`config.mk`:
```
export PLATFORM = sky130hd
export DESIGN_NAME = uart_board_sender
export DESIGN_NICKNAME = d
export VERILOG_FILES = /design/src/rtl/uart_board_sender.sv
export SDC_FILE = /design/constraint.sdc
export NUM_CORES = 1
export LEC_CHECK = 0
export CORE_MARGIN = 1
export CORE_UTILIZATION = 40
export CTS_CLUSTER_SIZE = 12
export DETAILED_ROUTE_END_ITERATION = 8
export GPL_ROUTABILITY_DRIVEN = 0
export PLACE_DENSITY = 0.66
export SLEW_MARGIN = 20
export SYNTH_ARGS = -nofsm -noshare
export SYNTH_HDL_FRONTEND = slang
export SYNTH_SLANG_ARGS = --single-unit
```
`constraint.sdc`:
```
create_clock -name clock -period 4 [get_ports clock]
set_clock_uncertainty 0.2 [all_clocks]
set_input_delay 0.8 -clock clock [delete_from_list [all_inputs] [get_ports clock]]
set_output_delay 0.8 -clock clock [all_outputs]
set_load 0.1 [all_outputs]
```
`src/rtl/uart_board_sender.sv`:
```
// uart_board_sender
//   Streams a snapshot of a packed sudoku board to a byte-wide UART as one
//   ASCII frame: HEADER, one character per cell (cell 0 first), optional
//   checksum, TERM. Drives the UART tx_data/tx_start/tx_busy handshake.
//
// Optional feature: define UART_BOARD_SENDER_CHECKSUM_EN to insert a raw
//   XOR checksum byte (HEADER ^ all cell characters) just before TERM.
//
// Ports:
//   clock     in   system clock
//   reset     in   asynchronous active-low reset
//   start     in   frame request, sampled only in IDLE
//   board     in   packed board, cell k = board[4k+3:4k]
//   busy      out  frame in progress (LOAD .. WAIT_DONE)
//   done      out  one-cycle pulse after the terminator has gone out
//   tx_data   out  byte to the UART, held while the byte is pending
//   tx_start  out  one-cycle send request to the UART
//   tx_busy   in   UART busy flag
module uart_board_sender #(
    parameter int          CELLS  = 81,
    parameter logic [7:0]  HEADER = 8'h53,
    parameter logic [7:0]  TERM   = 8'h0A
) (
    input  logic                 clock,
    input  logic                 reset,
    input  logic                 start,
    input  logic [4*CELLS-1:0]   board,
    output logic                 busy,
    output logic                 done,
    output logic [7:0]           tx_data,
    output logic                 tx_start,
    input  logic                 tx_busy
);

    localparam int IW = $clog2(CELLS + 3);
`ifdef UART_BOARD_SENDER_CHECKSUM_EN
    localparam int LAST = CELLS + 2;
`else
    localparam int LAST = CELLS + 1;
`endif
    localparam logic [IW-1:0] LAST_IDX  = IW'(LAST);
    localparam logic [IW-1:0] CELLS_IDX = IW'(CELLS);

    typedef enum logic [2:0] {
        IDLE, LOAD, PULSE, WAIT_ACK, WAIT_DONE, FINISH
    } state_t;

    state_t                 state, state_nxt;
    logic [CELLS-1:0][3:0]  shadow;
    logic [IW-1:0]          idx;
    logic [IW-1:0]          cell_idx;
    logic [7:0]             byte_sel;
`ifdef UART_BOARD_SENDER_CHECKSUM_EN
    logic [7:0]             chk;
`endif

    function automatic logic [7:0] enc(input logic [3:0] v);
        if (v == 4'd0)      return 8'h2E;
        else if (v <= 4'd9) return 8'h30 + {4'h0, v};
        else                return 8'h3F;
    endfunction

    // Frame index 0 is the header, 1..CELLS are cells 0..CELLS-1.
    assign cell_idx = idx - 1'b1;

    always_comb begin
        byte_sel = TERM;
        if (idx == '0)
            byte_sel = HEADER;
        else if (idx <= CELLS_IDX)
            byte_sel = enc(shadow[cell_idx]);
`ifdef UART_BOARD_SENDER_CHECKSUM_EN
        else if (idx == IW'(CELLS + 1))
            byte_sel = chk;
`endif
    end

    always_ff @(posedge clock or negedge reset) begin
        if (!reset) state <= IDLE;
        else        state <= state_nxt;
    end

    always_comb begin
        state_nxt = state;
        busy      = 1'b0;
        done      = 1'b0;
        tx_start  = 1'b0;
        case (state)
            IDLE:      if (start) state_nxt = LOAD;
            LOAD: begin
                busy      = 1'b1;
                state_nxt = PULSE;
            end
            PULSE: begin
                busy      = 1'b1;
                tx_start  = 1'b1;
                state_nxt = WAIT_ACK;
            end
            WAIT_ACK: begin
                busy = 1'b1;
                if (tx_busy) state_nxt = WAIT_DONE;
            end
            WAIT_DONE: begin
                busy = 1'b1;
                if (!tx_busy) state_nxt = (idx == LAST_IDX) ? FINISH : LOAD;
            end
            FINISH: begin
                done      = 1'b1;
                state_nxt = IDLE;
            end
            default:   state_nxt = IDLE;
        endcase
    end

    // Datapath: snapshot on accept, latch byte in LOAD, advance after each
    // non-terminator byte completes.
    always_ff @(posedge clock or negedge reset) begin
        if (!reset) begin
            shadow  <= '0;
            idx     <= '0;
            tx_data <= 8'h00;
`ifdef UART_BOARD_SENDER_CHECKSUM_EN
            chk     <= 8'h00;
`endif
        end else begin
            case (state)
                IDLE: if (start) begin
                    shadow <= board;
                    idx    <= '0;
`ifdef UART_BOARD_SENDER_CHECKSUM_EN
                    chk    <= 8'h00;
`endif
                end
                LOAD: tx_data <= byte_sel;
                WAIT_DONE: if (!tx_busy && idx != LAST_IDX) begin
                    idx <= idx + 1'b1;
`ifdef UART_BOARD_SENDER_CHECKSUM_EN
                    chk <= chk ^ tx_data;
`endif
                end
                default: ;
            endcase
        end
    end

endmodule
```
; After elaboration in Yosys (flattened, before gate mapping)
; Cells that the tools add are included.
[totals]
ff_bits = 342
inputBits = 328
out_inout_bits = 11
elab_cells = 128
[op_classes]
add_sub_neg = 3
n_lt_le_gt_ge = 3
eq_ne = 11
mux = 17
reduce_logical = 10
[ops]
columns = cell, n
row1 = two-way mux 7 bit, 5
row2 = binary-select mux 4 bit (select 7 bit), 1
row3 = one-hot mux 3 bit (5 select lines), 1
row4 = one-hot mux 7 bit (2 select lines), 1
row5 = two-way mux 3 bit, 4
row6 = "less-than comparator 7 x 8 -> 1 bit, second input constant", 1
row7 = two-way mux 8 bit, 1
row8 = "inequality test 2 bit, second input constant", 4
row9 = "adder 6 x 4 -> 7 bit, first input constant", 1
row10 = "adder 7 x 1 -> 7 bit, second input constant", 1
row11 = "equality test 7 bit, second input constant", 1
row12 = "<= comparator 7 bit, second input constant", 1
row13 = zero test 7 bit, 1
row14 = "inequality test 7 bit, second input constant", 1
row15 = "subtractor 7 x 1 -> 7 bit, second input constant", 1
row16 = "equality test 3 x 2 -> 1 bit, second input constant", 2
row17 = "equality test 3 bit, second input constant", 2
row18 = AND reduction 3 bit, 2
row19 = "<= comparator 4 bit, second input constant", 1
row20 = zero test 4 bit, 1
row21 = two-way mux 4 bit, 1
row22 = OR reduction 4 bit, 1
row23 = "equality test 3 x 1 -> 1 bit, second input constant", 1
row24 = zero test 3 bit, 1
row25 = 5 further kinds, 7

; Longest topological paths before layout
[depth]
word_depth = 8
mapped_depth = 16
ltp_nobuf = 10

; Worst setup path before layout
; Ideal clock, no wire load.
[synth_timing]
path_type = flip-flop to flip-flop
start = reg idx[0]
end = reg tx_data[4]
setup_ps = 124
arrival_ps = 3623
required_ps = 3676
setup_slack_ps = 53
stages_incl_launch_ff = 15
n_path_buf = 6
period_less_slack_ps = 3947
path_cell_list = dfrtp_1 -> buf_4 -> buf_2 -> inv_2 -> ha_1 -> buf_2 -> buf_2 -> clkbuf_1 -> buf_2 -> mux4_2 -> mux2i_1 -> a32oi_1 -> a311oi_1 -> nand4_1 -> o221a_1
[synth_between]
elab_chain_cells = 8
elab_cells_between_ends = 12
classes_between = add/sub (2) / order compare (2) / mux (6) / reduce/logical (2)
[synth_rtl]
columns = item, line
row1 = from (decl), 50  ; logic [IW-1:0] idx;
row2 = from (signal assigned), 136  ; idx <= idx + 1'b1;
row3 = subtractor 7 x 1 -> 7 bit, 64  ; assign cell_idx = idx - 1'b1;
row4 = binary-select mux 4 bit (select 7 bit), 71  ; byte_sel = enc(shadow[cell_idx]);
row5 = two-way mux 4 bit (implied by the code), 71
row6 = adder 6 x 4 -> 7 bit or <= comparator 4 bit (tied branches), 59  ; else if (v <= 4'd9) return 8'h30 + {4'h0, v};
row7 = two-way mux 7 bit, 59
row8 = two-way mux 7 bit, 58  ; if (v == 4'd0) return 8'h2E;
row9 = two-way mux 7 bit, 70  ; else if (idx <= CELLS_IDX)
row10 = two-way mux 8 bit (*), 68  ; if (idx == '0)
row11 = to (signal assigned), 134  ; LOAD: tx_data <= byte_sel;
row12 = to (decl), 30  ; output logic [7:0] tx_data,
; Every way passes the cells marked *; elsewhere a longest branch is shown, timed or not. The select of a mux whose other input is x is not followed.
; A chain may end at the register's enable or synchronous reset.

; Final worst setup path
[layout_timing]
start = reg idx[2]
end = reg tx_data[4]
; Same word-level chain as after synthesis.

==> impl_metrics.prom <==
# TYPE chip_impl_metric gauge
chip_impl_info{name="status",value="finished, final reports clean"} 1
chip_impl_metric{name="placedCellCount",unit=""} 1856
chip_impl_metric{name="avgRoutedWirePerCell",unit="µm"} 21.9
chip_impl_metric{name="synth.yosys.seq_area_share",unit="%"} 53.8
chip_impl_metric{name="post_cts.resized_instances",unit=""} 0
chip_impl_metric{name="cts-buffers-inserted",unit=""} 41
chip_impl_metric{name="netlist_area",unit="µm²"} 15800
chip_impl_metric{name="row_count",unit=""} 72
chip_impl_metric{name="clkSlewWorstSetupHoldPaths",unit="ps"} 60
chip_impl_metric{name="hpwlAfterDp",unit="µm"} 30400
chip_impl_metric{name="proportion_of_register_bits_with_asynchronous_set_or_reset_after_synthesis",unit="%"} 100
chip_impl_metric{name="routed_wl",unit="µm"} 42300
chip_impl_metric{name="finish.utilization",unit="%"} 54.8
chip_impl_info{name="clock_tree.root_cell",value="clkbuf_16"} 1
chip_impl_metric{name="cp.required",unit="ps"} 4220
chip_impl_metric{name="grt_first_pass_wirelength",unit="µm"} 65400
chip_impl_metric{name="floorplan.core_area",unit="µm²"} 38800
chip_impl_metric{name="ir_worst_vdd",unit="mV"} 0.358
chip_impl_info{name="critical_path.cell_chain",value="or3_4 -> xnor2_4 -> mux4_2 -> nor2_1 -> a2111oi_0 -> a311oi_1 -> nand4_1 -> o221a_1"} 1
chip_impl_metric{name="timing.critical_path.arrival",unit="ps"} 3850
chip_impl_metric{name="final_cell_area",unit="µm²"} 21300
chip_impl_metric{name="final_max_slew_violation_count",unit=""} 0
chip_impl_metric{name="drc_errors",unit=""} 0
chip_impl_metric{name="cpPeakStageDelay",unit="ps"} 570
chip_impl_metric{name="postSynthRegisterBits",unit=""} 341
chip_impl_metric{name="ys_warn_count",unit=""} 0
chip_impl_metric{name="switching_share",unit="%"} 33.5
chip_impl_metric{name="ant_nets_after_route",unit=""} 0
chip_impl_metric{name="port_buffers",unit=""} 337
chip_impl_info{name="critical-path-top-delay-family",value="simple AND/OR/NAND/NOR gates"} 1
chip_impl_metric{name="power.share.sequential",unit="%"} 35.0
chip_impl_info{name="grt_setup_unrepaired",value="no"} 1
chip_impl_metric{name="setup.reg_to_reg.worst_slack",unit="ps"} 370
chip_impl_metric{name="final_min_period_over_clock_period",unit="%"} 90.8
chip_impl_metric{name="netlist-cell-type-count",unit=""} 60
chip_impl_metric{name="power_density",unit="nW/µm²"} 828
chip_impl_metric{name="combined_buffer_and_inverter_count_along_the_critical_path",unit=""} 0
chip_impl_info{name="crit_slowest_cell",value="dfrtp_1"} 1
chip_impl_metric{name="num-nets-final",unit=""} 1714
chip_impl_metric{name="power_switching",unit="µW"} 5910
chip_impl_info{name="worstSetupPathType",value="flop to flop"} 1
chip_impl_metric{name="detailroute.via_count",unit=""} 10200
chip_impl_metric{name="fin_setup_tns",unit="ps"} 0
chip_impl_metric{name="syn2layout_area_growth",unit="%"} 34.3
chip_impl_metric{name="syn_area_per_cell",unit="µm²"} 15.2
chip_impl_metric{name="number_of_top_level_pins",unit=""} 339
chip_impl_metric{name="path_max_fanout",unit=""} 13
chip_impl_metric{name="layout.cells.non_filler",unit=""} 1930
chip_impl_metric{name="setup_ws",unit="ps"} 367
chip_impl_metric{name="pwr-share-clk",unit="%"} 21.2
chip_impl_metric{name="placedInstanceArea",unit="µm²"} 19900
chip_impl_metric{name="routed_via_density",unit=""} 5.26
chip_impl_info{name="hold_class",value="input port to asynchronous set/reset pin"} 1
chip_impl_metric{name="global_route.overflow_total",unit=""} 0
chip_impl_metric{name="layout_min_cycle_time",unit="ps"} 3630
chip_impl_metric{name="dp_slack",unit="ps"} 392
chip_impl_info{name="endpoint_kind",value="flop"} 1
chip_impl_metric{name="total_leakage_power",unit="µW"} 0.00858
chip_impl_metric{name="htree_num_levels",unit=""} 2
chip_impl_metric{name="antenna_found_initial",unit=""} 4
chip_impl_info{name="layout.cells.most_common",value="dfrtp_1"} 1
chip_impl_metric{name="share_of_post_route_cells_with_drive_strength_above_1",unit="%"} 36.1
chip_impl_info{name="setup.worst_path.start_class",value="flop"} 1
chip_impl_metric{name="design.die.area",unit="µm²"} 40400
chip_impl_metric{name="max_freq",unit="GHz"} 0.275
chip_impl_metric{name="clk_latency",unit="ps"} 540
chip_impl_metric{name="largest_net_degree_at_the_start_of_global_routing",unit=""} 126
chip_impl_metric{name="worst_margin_pin_slew",unit="ps"} 1110
chip_impl_metric{name="p_int",unit="µW"} 11700
chip_impl_info{name="ys.flop_type",value="dfrtp_1"} 1
chip_impl_info{name="tritoncts",value="yes"} 1
chip_impl_metric{name="timing.max_slew.rel_slack",unit="%"} 26.0
chip_impl_metric{name="cts-root-to-sink-buffers",unit=""} 3
chip_impl_metric{name="track_usage",unit="%"} 21.2
chip_impl_metric{name="timing.final.setup_violations",unit=""} 0
chip_impl_metric{name="syn_inst",unit=""} 1045
chip_impl_metric{name="comb_power_share",unit="%"} 43.8
chip_impl_metric{name="post_cts_setup_driven_buffer_insertion_count",unit=""} 0
chip_impl_metric{name="syn-num-nets",unit=""} 1378
chip_impl_metric{name="detailedRoute.firstPassIterationCount",unit=""} 5
chip_impl_metric{name="grt_pass1_vias",unit=""} 10900
chip_impl_metric{name="chipWidth",unit="µm"} 201
chip_impl_metric{name="die_y",unit="µm"} 201
chip_impl_metric{name="number_of_enable_flip_flop_cells_after_synthesis",unit=""} 0
chip_impl_info{name="most-common-layout-cells",value="dfrtp_1 (340), clkdlybuf4s50_1 (333), mux2_2 (323)"} 1
chip_impl_metric{name="cts.sink_count",unit=""} 341
chip_impl_metric{name="finalHoldViolations",unit=""} 0
chip_impl_metric{name="start_util",unit="%"} 40.8
chip_impl_metric{name="detailedRoute.firstIterationViolations",unit=""} 717
chip_impl_metric{name="hold_buffers",unit=""} 0
chip_impl_metric{name="max-cap-violations",unit=""} 0
==> path summary, 6_finish.rpt <==
path                       cells after the start       start     endpoint
setup / recovery                               8      idx[2]   tx_data[4]
hold / removal                                 1       reset  shadow[273]
setup reg to reg                               8      idx[2]   tx_data[4]
hold reg to reg                                1  tx_data[5]   tx_data[5]
max in group asynchronous                      2       reset   shadow[74]
min in group clock                             1  tx_data[5]   tx_data[5]
==> routing by layer <==
layer | track usage [%] | vias up | part of all wire, %
met2 | 32.7 | 293 | 46
met4 | 6.95 | 6 | 3.0
met1 | 29.7 | 5211 | 45
met5 | 0 | - | 0.083
met3 | 4.79 | 78 | 5.8
li1 | - | 4573 | -
==> cells in the mapped netlist (8+ instances only) <==
cell type / count / area [µm²]
a21oi_1: 9 / 45.0
buf_2: 12 / 60.1
clkbuf_1: 48 / 180
dfrtp_1: 341 / 8530
mux2_2: 323 / 3640
mux2i_1: 22 / 220
mux4_2: 77 / 1730
nand2_1: 50 / 188
nor2_1: 20 / 75.1
o21ai_0: 8 / 40.0
==> power by group through the flow <==
stage	combinational (µW)	sequential [µW]	clock [µW]
floorplan	5580	5960	0
global placement	7660	6180	0
detailed placement	7780	6210	0
CTS	7820	6160	3840
global route	8290	6380	3970
finish	7710	6170	3740
==> per-stage QoR <==
stage                     hold slack (ps)  power [µW]
final                                37.9       17600
after global routing                 56.7       18600
after CTS                            57.2       17800
after detailed placement              276       14000
after global placement                270       13800
after floorplan                       272       11500
==> flip-flops by register name, summed over array words and instances (netlist names) <==
signal and flops:
tx_data 7, idx 7, shadow 324, state 3
==> cell families (layout without fill, tap and decap cells) <==
logic type / Yosys count / in the layout / share of synthesized area (%)
fa+ha+maj: 5 / 5 / 0.395
other cells: 1 / 2 / 0.0237
mux: 427 / 427 / 36.1
compound gates: 61 / 61 / 2.83
flops: 341 / 341 / 53.8
simple gates: 121 / 121 / 3.71
buf+inv: 80 / 446 / 2.35
xor+xnor: 9 / 9 / 0.734
==> layout make-up <==
| cell class | count | area, µm² |
|---|---|---|
| Fill cell | 3188 | 17600 |
| Sequential cell | 341 | 8540 |
| Multi-Input combinational cell | 624 | 6960 |
| Timing Repair Buffer | 365 | 3730 |
| Clock buffer | 58 | 1190 |
| Tap cell | 518 | 648 |
| Clock inverter | 15 | 173 |
| Inverter | 8 | 30.0 |
| Antenna cell | 1 | 2.50 |
Power figures use the tool's default switching activity.
